$ cat src/rtl/load_store_unit.sv
// load_store_unit
//   Converts pipeline load/store requests (byte, halfword, word; signed and
//   unsigned loads) into whole-word accesses on a big-endian data memory.
//   Sub-word stores are done as read-modify-write. Misaligned, out-of-range
//   and illegal-size requests are rejected without touching memory.
//
// Ports
//   clk, rst          clock, asynchronous active-high reset
//   req_valid/ready   request handshake (ready only while idle)
//   req_store         1 = store, 0 = load
//   req_size          000 B, 001 H, 010 W, 100 BU, 101 HU
//   req_addr          byte address
//   req_wdata         store data (B uses [7:0], H uses [15:0])
//   done, err         one-cycle completion pulse, error flag valid with done
//   rd_data           extended load result
//   MemAddr           word-aligned memory address
//   MemWriteData      word written to memory
//   MemWrite/MemRead  memory strobes (decoded from state)
//   MemReadData       registered memory read word
module load_store_unit #(
    parameter int DM_BYTES = 128
) (
    input  logic        clk,
    input  logic        rst,
    input  logic        req_valid,
    output logic        req_ready,
    input  logic        req_store,
    input  logic [2:0]  req_size,
    input  logic [31:0] req_addr,
    input  logic [31:0] req_wdata,
    output logic        done,
    output logic        err,
    output logic [31:0] rd_data,
    output logic [31:0] MemAddr,
    output logic [31:0] MemWriteData,
    output logic        MemWrite,
    output logic        MemRead,
    input  logic [31:0] MemReadData
);

    typedef enum logic [2:0] {IDLE, RD, EXT, WR, MRG, ERR} state_t;

    state_t      st;
    logic        store_q;
    logic [2:0]  size_q;
    logic [1:0]  ofs_q;
    logic [31:0] wdata_q;
    logic [31:0] mwd_q;
    logic [31:0] merged;

    logic        illegal, misaligned, out_of_range, bad;
    logic [2:0]  nbytes;
    logic [32:0] end_addr;

    // Pick the addressed byte/halfword (offset 0 is the MSB end) and extend.
    function automatic logic [31:0] extract(input logic [31:0] w,
                                            input logic [2:0]  sz,
                                            input logic [1:0]  ofs);
        logic [7:0]  b;
        logic [15:0] h;
        logic [31:0] r;
        case (ofs)
            2'd0:    b = w[31:24];
            2'd1:    b = w[23:16];
            2'd2:    b = w[15:8];
            default: b = w[7:0];
        endcase
        h = ofs[1] ? w[15:0] : w[31:16];
        case (sz)
            3'b000:  r = 32'($signed(b));
            3'b100:  r = {24'd0, b};
            3'b001:  r = 32'($signed(h));
            3'b101:  r = {16'd0, h};
            default: r = w;
        endcase
        return r;
    endfunction

    // Replace only the target byte/halfword of the old memory word.
    function automatic logic [31:0] merge(input logic [31:0] w,
                                          input logic [31:0] d,
                                          input logic [2:0]  sz,
                                          input logic [1:0]  ofs);
        logic [31:0] r;
        r = w;
        if (sz == 3'b000) begin
            case (ofs)
                2'd0:    r[31:24] = d[7:0];
                2'd1:    r[23:16] = d[7:0];
                2'd2:    r[15:8]  = d[7:0];
                default: r[7:0]   = d[7:0];
            endcase
        end else if (sz == 3'b001) begin
            if (ofs[1]) r[15:0]  = d[15:0];
            else        r[31:16] = d[15:0];
        end
        return r;
    endfunction

    // Request screening, evaluated on the incoming request at accept time.
    always_comb begin
        illegal    = 1'b0;
        misaligned = 1'b0;
        nbytes     = 3'd1;
        case (req_size)
            3'b000:         nbytes = 3'd1;
            3'b001:         begin nbytes = 3'd2; misaligned = req_addr[0];          end
            3'b010:         begin nbytes = 3'd4; misaligned = |req_addr[1:0];       end
            3'b100:         begin nbytes = 3'd1; illegal = req_store;               end
            3'b101:         begin nbytes = 3'd2; illegal = req_store;
                                  misaligned = req_addr[0];                         end
            default:        illegal = 1'b1;
        endcase
        // 33-bit sum so addresses near 2^32 cannot wrap into range
        end_addr     = {1'b0, req_addr} + {30'd0, nbytes};
        out_of_range = end_addr > 33'(DM_BYTES);
        bad          = illegal | misaligned | out_of_range;
    end

    assign merged       = merge(MemReadData, wdata_q, size_q, ofs_q);
    assign req_ready    = (st == IDLE);
    assign MemRead      = (st == RD);
    assign MemWrite     = (st == WR) || (st == MRG);
    // During MRG the merged word comes straight from the memory read data,
    // which is only valid from the start of that cycle.
    assign MemWriteData = (st == MRG) ? merged : mwd_q;

    always_ff @(posedge clk or posedge rst) begin
        if (rst) begin
            st      <= IDLE;
            done    <= 1'b0;
            err     <= 1'b0;
            rd_data <= 32'd0;
            MemAddr <= 32'd0;
            mwd_q   <= 32'd0;
            store_q <= 1'b0;
            size_q  <= 3'd0;
            ofs_q   <= 2'd0;
            wdata_q <= 32'd0;
        end else begin
            done <= 1'b0;
            err  <= 1'b0;
            case (st)
                IDLE: begin
                    if (req_valid) begin
                        store_q <= req_store;
                        size_q  <= req_size;
                        ofs_q   <= req_addr[1:0];
                        wdata_q <= req_wdata;
                        if (bad) begin
                            st   <= ERR;
                            done <= 1'b1;
                            err  <= 1'b1;
                        end else begin
                            MemAddr <= {req_addr[31:2], 2'b00};
                            if (req_store && req_size == 3'b010) begin
                                mwd_q <= req_wdata;
                                st    <= WR;
                            end else begin
                                st <= RD;
                            end
                        end
                    end
                end
                RD:  st <= store_q ? MRG : EXT;
                EXT: begin
                    rd_data <= extract(MemReadData, size_q, ofs_q);
                    done    <= 1'b1;
                    st      <= IDLE;
                end
                WR: begin
                    done <= 1'b1;
                    st   <= IDLE;
                end
                MRG: begin
                    mwd_q <= merged;
                    done  <= 1'b1;
                    st    <= IDLE;
                end
                ERR:     st <= IDLE;
                default: st <= IDLE;
            endcase
        end
    end

endmodule

$ cat config.mk
export PLATFORM = sky130hd
export DESIGN_NAME = load_store_unit
export DESIGN_NICKNAME = d
export VERILOG_FILES = /design/src/rtl/load_store_unit.sv
export SDC_FILE = /design/constraint.sdc
export NUM_CORES = 1
export LEC_CHECK = 0
export BUFFER_PORTS_ARGS = -buffer_cell sky130_fd_sc_hd__buf_2
export CAP_MARGIN = 20
export CORE_AREA = 8 8 197 105
export CTS_CLUSTER_SIZE = 25
export DETAILED_ROUTE_END_ITERATION = 7
export DIE_AREA = 0 0 205 113
export HOLD_SLACK_MARGIN = 0.08
export PLACE_DENSITY = 0.63
export SLEW_MARGIN = 20
export SYNTH_ARGS = -nofsm -noshare
export SYNTH_HDL_FRONTEND = slang
export SYNTH_SLANG_ARGS = --single-unit
export TNS_END_PERCENT = 1
$ cat constraint.sdc
create_clock -name clk -period 4.53 [get_ports clk]
set_input_delay 0.453 -clock clk [delete_from_list [all_inputs] [get_ports clk]]
set_output_delay 0.453 -clock clk [all_outputs]
set_load 0.02 [all_outputs]
; Word-level counts from Yosys, hierarchy flattened
; Cells that the tools add are included.
[op_classes]
eq_ne = 16
multipliers = 0
mux = 28
addsub = 1
n_reduce_logical = 16
div = 0
n_lt_le_gt_ge = 1
bitwise = 3
shift = 0
[op_table]
columns = operator, count
row1 = 32-bit 2-to-1 mux, 6
row2 = 32-bit case mux with 4 select lines, 1
row3 = 32-bit case mux with 2 select lines, 1
row4 = 16-bit 2-to-1 mux, 3
row5 = 32-bit by 3-bit adder with 33-bit output, 1
row6 = 33-bit by 8-bit > comparator with 1-bit output (second input constant), 1
row7 = 8-bit 2-to-1 mux, 4
row8 = 8-bit case mux with 3 select lines, 1
row9 = 3-bit == test (second input constant), 5
row10 = 3-bit case mux with 2 select lines, 2
row11 = 3-bit by 1-bit == test with 1-bit output (second input constant), 3
row12 = 3-bit by 2-bit == test with 1-bit output (second input constant), 3
row13 = 3-bit zero test, 3
row14 = 3-bit 2-to-1 mux, 3
row15 = 3-bit OR reduction, 3
row16 = 1-bit case mux with 2 select lines, 3
row17 = 2-bit OR reduction, 3
row18 = 2-bit != test (second input constant), 2
row19 = 4-bit AND reduction, 1
row20 = 1-bit 2-to-1 mux, 3
row21 = 3-bit AND reduction, 1
row22 = 2-bit by 1-bit == test with 1-bit output (second input constant), 1
row23 = 2-bit == test (second input constant), 1
row24 = 2-bit zero test, 1
row25 = other kinds (8), 9
[totals]
latchBits = 0
rom_bits = 0
wordCells = 75
ramBits = 0
n_memories = 0
output_inout_bits = 101
regBits = 121
in_bits = 103

; Longest topological paths before layout
; Gate-level depths: netlist of the first run.
[logic_depth]
word_depth = 9
ltp_mapped = 15
mapped_depth_nobuf = 12

; Worst setup path before layout of the first run
; Ideal clock, no wire load.
[synth_timing]
path_kind = in2reg
startpoint = input req_size[2]
endpoint = register MemAddr[3]
setup_time_ns = 0.125
required_time_ns = 4.405
slack_ns = 1.043
cell_stages = 13
n_path_buf = 1
arrival_time_ns = 3.362
cell_sequence = nor3b_1 nor2_1 ha_1 fa_1 a21o_1 and3_1 nor3_1 nor3_1 a2111oi_0 nand4_1 nor3_2 buf_4 mux2_2
[synth_between]
elab_chain_cells = 8
elab_cells_between_ends = 17
classes_between = add/sub (1) / order compare (1) / eq/ne (4) / mux (3) / bitwise (3) / reduce/logical (5)
[synth_lines]
columns = item, line
row1 = "start, declared", 28  ; input logic [2:0] req_size,
row2 = 3-bit == test / 3-bit by 1-bit == test with 1-bit output (equally long branches), 105  ; case (req_size)
row3 = 2-bit OR reduction (no source line), -
row4 = 3-bit case mux with 2 select lines, 105
row5 = 32-bit by 3-bit adder with 33-bit output, 115  ; end_addr = {1'b0, req_addr} + {30'd0, nbytes};
row6 = 33-bit by 8-bit > comparator with 1-bit output, 116  ; out_of_range = end_addr > 33'(DM_BYTES);
row7 = 1-bit bitwise OR *, 117  ; bad = illegal | misaligned | out_of_range;
row8 = 1-bit NOT (no source line) *, -
row9 = 3-bit AND reduction (no source line) *, -
row10 = "end signal, assigned", 155  ; MemAddr <= {req_addr[31:2], 2'b00};
row11 = "end, declared", 34  ; output logic [31:0] MemAddr,
; Mark *: on every way between the ends. The rest lies on a longest branch, timed or not.
; A chain may end at the register's enable or synchronous reset.

; Worst setup path after layout of the first run
[layout_timing]
startpoint = input req_size[0]
endpoint = register MemAddr[4]
; The elaborated chain is that of the path after synthesis.

==> impl_metrics.env, run 1 <==
export IMPL_status="complete, no violations"
export IMPL_synth_edf_count=0
export IMPL_cts_buffers=17
export IMPL_postCtsHoldBufs=0
export IMPL_drive_gt1_share_pct=27.7
export IMPL_ir_drop_mv=0.420
export IMPL_critPathMaxStageDelay_ns=0.61
export IMPL_finalSetupTns_ns=0
export IMPL_drt_total_wl_um=26000
export IMPL_synth_top_area_cell="dfrtp_1"
export IMPL_synth_flop_cell="dfrtp_1"
export IMPL_crit_path_frequent_cell="nor3_1"
export IMPL_synth_distinct_cells=68
export IMPL_rsz0062_at_grt="false"
export IMPL_crit_arrival_ns=4.11
export IMPL_cts_num_sinks=121
export IMPL_dieArea_um2=23200
export IMPL_rr_worst_depth=4
export IMPL_grt_max_degree=64
export IMPL_setup_viol=0
export IMPL_cts_tree="done"
export IMPL_path_clk_slew_ns=0.06
export IMPL_synth_top_area_share_pct=43.1
export IMPL_period_share_pct=83.9
export IMPL_start_util_pct=39.1
export IMPL_path_cells="buf_2 > nor3b_1 > buf_4 > nor2_1 > ha_1 > fa_1 > a21o_1 > and3_1 > nor3_1 > nor3_1 > a2111oi_0 > nand4_1 > nor3_4 > buf_12 > mux2_2"
export IMPL_finalHoldViolations=0
export IMPL_cts_path_max_buffers=2
export IMPL_finalMaxSlewViolations=0
export IMPL_cp_end_kind="flip-flop"
export IMPL_synthesis_area_um2=7030
export IMPL_grtUsageTotal_pct=22.0
export IMPL_final_cell_mix="201 x buf_2, 138 x nor2_1, 121 x dfrtp_1"
export IMPL_hold_worst_slack_ns=0.180
export IMPL_fp_coreArea_um2=18000
export IMPL_fill_cells=1775
export IMPL_dr_pass1_iters=5
export IMPL_cp_data_required_time_ns=4.84
export IMPL_grt_pass1_vias=6585
export IMPL_ctsResizeCount=0
export IMPL_chipHeight_um=113
export IMPL_start_kind="input port"
export IMPL_period_needed_ns=3.80
export IMPL_root_buffer="clkbuf_16"
export IMPL_hp_class="input port to async pin"
export IMPL_drc=0
export IMPL_grt_pass1_wl_um=39400
export IMPL_powerDensity_nw_per_um2=709
export IMPL_critical_path_class="input port to flip-flop"
export IMPL_reg2reg_slack_ns=1.74
export IMPL_vias_per_cell=5.56
export IMPL_cpMaxStageDelayCell="a2111oi_0"
export IMPL_synth_cells=821
export IMPL_ioPinCount=204
export IMPL_wl_per_cell_um=20.6
export IMPL_rows=35
export IMPL_cp_top_family="simple AND/OR/NAND/NOR gates"
export IMPL_slew_headroom_pct=33.2
export IMPL_post_cts_buffers=0
export IMPL_die_w_um=205
export IMPL_finalNetCount=1118
export IMPL_ys_seq_elements=121
export IMPL_max_cap_violations=0
export IMPL_dp_hpwl_um=20100
export IMPL_initialDrtViolationCount=1005
export IMPL_antenna_diode_count=0
export IMPL_yosysSeqAreaShare_pct=43.1
export IMPL_synth_area_leaders="dfrtp_1 43%, nor2_1 7.4%, a21oi_1 6.2%"
export IMPL_via_count=7034
export IMPL_place_congestion=0.998
export IMPL_r2r_end="st[1]$_DFFE_PP0P_"
export IMPL_ys_async_sr_fraction_pct=100
export IMPL_gr_total_overflow=0
export IMPL_worstMarginPinSlew_ns=0.994
export IMPL_syn_avg_cell_area_um2=8.56
export IMPL_antenna_left=0
export IMPL_portBuffers=201
export IMPL_finalClockSkew_ns=0.0169
export IMPL_syn2layout_area_growth_pct=26.1
export IMPL_rr_startpoint="st[2]$_DFFE_PP0P_"
export IMPL_leakage_nw=4.33
export IMPL_crit_buf_inv=3
export IMPL_layout_commonest_cell="buf_2"
export IMPL_antenna_found_initial=1
export IMPL_fmax_mhz=263
export IMPL_clock_latency_ns=0.43
export IMPL_yosysWarnings=0
export IMPL_crit_path_max_fanout=10
export IMPL_h_tree_depth=4
-- cell type report --
type                    count  area, um^2  share of cell area [%]
multi-input cells         646        3740                    42.2
clock buffers              20         457                    5.16
repair buffers            219        1170                    13.2
well taps                 240         300                    3.39
clock inverters            12         141                    1.60
flip-flops and latches    121        3030                    34.2
inverters                   6        25.0                   0.283
-- routing by layer --
metal | part of all wire (%) | up-vias | global-route usage, %
li1 | - | 3315 | -
met1 | 51 | 3359 | 35.2
met2 | 36 | 341 | 26.1
met3 | 12 | 17 | 8.67
met4 | 0.67 | 2 | 3.93
met5 | 0.046 | - | 0
-- cells by family (layout without fill, tap and decap cells) --
kind of cell    Yosys count  count (layout)  share of synthesized area [%]
other cells               1               2                         0.0534
compound gates          213             213                           19.8
buf+inv                  55             257                           3.85
simple gates            376             376                           24.8
xor+xnor                  4               4                          0.499
flops                   121             121                           43.1
fa+ha+maj                 4               4                          0.819
mux                      47              47                           7.10
-- sequential cells by signal, indices dropped and copies added, names as in the netlist --
| name | flops |
|---|---|
| mwd_q | 32 |
| rd_data | 32 |
| MemAddr | 30 |
| wdata_q | 16 |
| size_q | 3 |
| st | 3 |
| ofs_q | 2 |
| done | 1 |
| err | 1 |
| store_q | 1 |
-- worst max path at each step --
stage	to	from	depth (start not counted)
final	MemAddr[4]$_DFFE_PP0P_	req_size[0]	15
after global routing	MemAddr[4]$_DFFE_PP0P_	req_size[0]	15
after CTS	MemAddr[4]$_DFFE_PP0P_	req_size[0]	15
after detailed placement	MemAddr[4]$_DFFE_PP0P_	req_size[0]	15
after global placement	mwd_q[21]$_DFFE_PP0P_	req_size[0]	14
after floorplan	MemAddr[10]$_DFFE_PP0P_	rst	1
-- stage by stage --
stage	worst slack, ns	std cells	total power, mW	util [%]	area (um^2)
3_5_place_dp	0.315	1232	4.88	46.0	8260
2_1_floorplan	0.863	822	3.87	-	7030
6_report	0.729	1264	6.28	49.3	8860
3_3_place_gp	0.446	1232	4.83	46.0	8260
4_1_cts	0.760	1264	6.28	49.3	8860
5_1_grt	0.492	1264	6.71	49.3	8860
-- cell usage after synthesis, drive strengths merged, types with 6 or more instances --
| cell type | number |
|---|---|
| buf | 16 |
| a21oi | 87 |
| nand3 | 15 |
| mux2 | 23 |
| o221ai | 17 |
| nor2b | 25 |
| nand2 | 116 |
| a221oi | 8 |
| a21o | 19 |
| clkbuf | 33 |
| o21ai | 23 |
| nor3 | 21 |
| inv | 6 |
| nor4 | 9 |
| mux2i | 24 |
| nor2 | 138 |
| o22ai | 8 |
| nand4 | 13 |
| dfrtp | 121 |
| o21a | 17 |
| and4 | 7 |
| and2 | 6 |
| a22o | 8 |
-- report_power, final --
| group | internal, mW | leakage, nW | switching [mW] | total, mW |
|---|---|---|---|---|
| Clock | 0.846 | 0.288 | 0.544 | 1.39 |
| Sequential | 1.49 | 1.50 | 0.293 | 1.79 |
| Combinational | 1.09 | 2.54 | 2.01 | 3.10 |
| Total | 3.43 | 4.33 | 2.85 | 6.28 |
Power figures use the tool's default switching activity.
==> run 2: changes to the inputs <==
--- a/config.mk
+++ b/config.mk
@@ -12,7 +12,7 @@
 export DETAILED_ROUTE_END_ITERATION = 7
 export DIE_AREA = 0 0 205 113
 export HOLD_SLACK_MARGIN = 0.08
-export PLACE_DENSITY = 0.63
+export PLACE_DENSITY = 0.65
 export SLEW_MARGIN = 20
 export SYNTH_ARGS = -nofsm -noshare
 export SYNTH_HDL_FRONTEND = slang
==> constraint.sdc (replaced) <==
create_clock -name clk -period 3.16 [get_ports clk]
set_input_delay 0.316 -clock clk [delete_from_list [all_inputs] [get_ports clk]]
set_output_delay 0.316 -clock clk [all_outputs]
set_load 0.02 [all_outputs]
==> run 2 against run 1 <==
Via count is 5.4% higher. Design area is 8.9% higher. Global-route usage is 0.64 points higher. First-iteration DRC count is 11% lower. Register-to-register slack worse by 1.0 ns. Core utilization is 4.4 points higher. Non-clock buffer count is 58 higher. Largest power group unchanged.
==> impl_metrics.env, run 2 (synthesized netlist as in run 1, its figures left out) <==
export IMPL_status="complete, no violations"
export IMPL_wl_per_cell_um=20.7
export IMPL_die_w_um=205
export IMPL_root_buffer="clkbuf_16"
export IMPL_crit_buf_inv=5
export IMPL_vias_per_cell=5.61
export IMPL_dieArea_um2=23200
export IMPL_max_cap_violations=0
export IMPL_antenna_left=0
export IMPL_grt_max_degree=37
export IMPL_portBuffers=201
export IMPL_rows=35
export IMPL_critPathMaxStageDelay_ns=0.34
export IMPL_post_place_cells=1281
export IMPL_finalMaxSlewViolations=0
export IMPL_power_switching_mw=4.19
export IMPL_worstMarginPinSlew_ns=0.865
export IMPL_multi_input_area_um2=4020
export IMPL_antenna_found_initial=1
export IMPL_period_needed_ns=3.15
export IMPL_start_util_pct=39.1
export IMPL_hp_class="input port to flip-flop"
export IMPL_crit_path_max_fanout=8
export IMPL_cts_tree="done"
export IMPL_ir_drop_mv=0.574
export IMPL_cp_top_family="simple AND/OR/NAND/NOR gates"
export IMPL_ff_latch_area_um2=3030
export IMPL_period_share_pct=99.6
export IMPL_h_tree_depth=4
export IMPL_final_cell_mix="200 x buf_2, 136 x nor2_1, 121 x dfrtp_1"
export IMPL_dp_hpwl_um=21200
export IMPL_grt_pass1_vias=6808
export IMPL_fill_cells=1718
export IMPL_worst_slack_ns=0.0124
export IMPL_hold_path_end="wdata_q[13]$_DFFE_PP0P_"
export IMPL_finalClockSkew_ns=0.00883
export IMPL_ioPinCount=204
export IMPL_final_cells=1322
export IMPL_slew_headroom_pct=42.2
export IMPL_utilization_pct=53.7
export IMPL_place_congestion=0.943
export IMPL_chipHeight_um=113
export IMPL_syn2layout_area_growth_pct=37.2
export IMPL_drc=0
export IMPL_start_kind="input port"
export IMPL_power_internal_mw=5.03
export IMPL_cp_data_required_time_ns=3.46
export IMPL_layout_commonest_cell="buf_2"
export IMPL_powerDensity_nw_per_um2=956
export IMPL_clkPwrFrac_pct=21.0
export IMPL_power_frac_seq_pct=28.0
export IMPL_via_count=7415
export IMPL_clock_latency_ns=0.42
export IMPL_path_clk_slew_ns=0.06
export IMPL_p_comb_share_pct=51.0
export IMPL_setup_viol=0
export IMPL_rr_worst_depth=7
export IMPL_critical_path_class="input port to flip-flop"
export IMPL_sw_frac_of_total_pct=45.4
export IMPL_grt_pass1_wl_um=40300
export IMPL_gr_total_overflow=0
export IMPL_dp_slack_ns=-0.638
export IMPL_initialDrtViolationCount=894
export IMPL_leakage_nw=4.69
export IMPL_rr_startpoint="st[1]$_DFFE_PP0P_"
export IMPL_dr_pass1_iters=5
export IMPL_cp_end_kind="flip-flop"
export IMPL_cts_path_max_buffers=2
export IMPL_cts_buffers=17
export IMPL_cpMaxStageDelayCell="nor4_1"
export IMPL_drt_total_wl_um=27400
export IMPL_reg_top3="mwd_q: 32 flops, rd_data: 32 flops, MemAddr: 30 flops"
export IMPL_r2r_end="mwd_q[30]$_DFFE_PP0P_"
export IMPL_fp_coreArea_um2=18000
export IMPL_drive_gt1_share_pct=35.7
export IMPL_finalNetCount=1176
export IMPL_holdPathStages=3
export IMPL_path_cells="buf_4 > nor3b_4 > buf_4 > ha_4 > nand3_1 > buf_4 > a21oi_2 > buf_4 > o2111a_1 > o211ai_2 > nor4_1 > nand4_1 > nor3_4 > buf_12 > mux2_2"
export IMPL_reg2reg_slack_ns=0.72
export IMPL_grtUsageTotal_pct=22.6
export IMPL_rsz0062_at_grt="true"
export IMPL_finalHoldViolations=0
export IMPL_fmax_mhz=318
export IMPL_crit_arrival_ns=3.45
export IMPL_hp_start="req_wdata[13]"
export IMPL_cts_num_sinks=121
export IMPL_crit_path_frequent_cell="buf_4"
[run 2: changes by cell type in the layout (fill, tap and decap cells not counted), sizes merged]
cell         previous run  this run
buf                   219       276
clkbuf                 20        18
clkinv                  5         7
inv                     9         7
clkinvlp                2         3
diode                   0         1
dlygate4sd3             0         1
[run 2: layout make-up]
cell class	count	area share, %
diodes	1	0.0260
clock buffers	18	4.55
clock inverters	13	1.52
inverters	6	0.273
multi-input cells	646	41.7
flip-flops and latches	121	31.4
well taps	240	3.11
repair buffers	277	17.5
[run 2: worst register-to-register path: stages (launching register included)]
cell and delay (ns):
dfrtp_1 0.47, nor2_1 0.20, and2_2 0.61, o221ai_1 0.25, nor2_1 0.45, nor2_1 0.08
a21oi_1 0.18, o21a_1 0.14
[run 2: routing by layer]
layer	vias up	share of wire [%]	GRT usage [%]
met5	-	0	0
met4	0	0.81	4.45
met3	21	11	7.47
met2	400	37	26.9
met1	3556	51	37.0
li1	3438	-	-
[run 2: what timing repair did]
item,CTS,global route
setup buffers,2,6
hold buffers,1,0
resized for setup,15,59
endpoints found under the hold margin,1,0
cloned,2,0
pin swaps,4,15
endpoints found under the setup margin,58,71
[run 2: power by group through the flow]
stage / logic [mW] / clock network (mW) / registers [mW]
floorplan: 2.83 / 0 / 2.71
global placement: 4.41 / 0 / 2.58
detailed placement: 4.47 / 0 / 2.60
CTS: 4.50 / 1.96 / 2.57
global route: 5.07 / 2.04 / 2.65
finish: 4.70 / 1.94 / 2.58
[run 2: worst max path at each step]
stage | startpoint | to | cells after the start | slack (ns)
2_1_floorplan | req_size[2] | MemAddr[3]$_DFFE_PP0P_ | 13 | -0.19
5_1_grt | req_size[1] | MemAddr[7]$_DFFE_PP0P_ | 18 | -0.07
6_report | req_size[1] | MemAddr[6]$_DFFE_PP0P_ | 15 | 0.01
3_3_place_gp | req_size[2] | MemAddr[4]$_DFFE_PP0P_ | 15 | -0.52
3_5_place_dp | req_size[2] | mwd_q[3]$_DFFE_PP0P_ | 15 | -0.64
4_1_cts | req_size[1] | mwd_q[1]$_DFFE_PP0P_ | 14 | 0.008
[run 2: per-stage QoR]
step	hold slack, ns	TNS (ns)	power, mW	area (um^2)
floorplan	0.421	-4.17	5.54	7030
global placement	0.459	-29.31	6.98	8650
detailed placement	0.474	-33.27	7.07	8650
CTS	0.0963	0	9.03	9400
global route	0.116	-0.404	9.76	9640
finish	0.108	0	9.22	9640
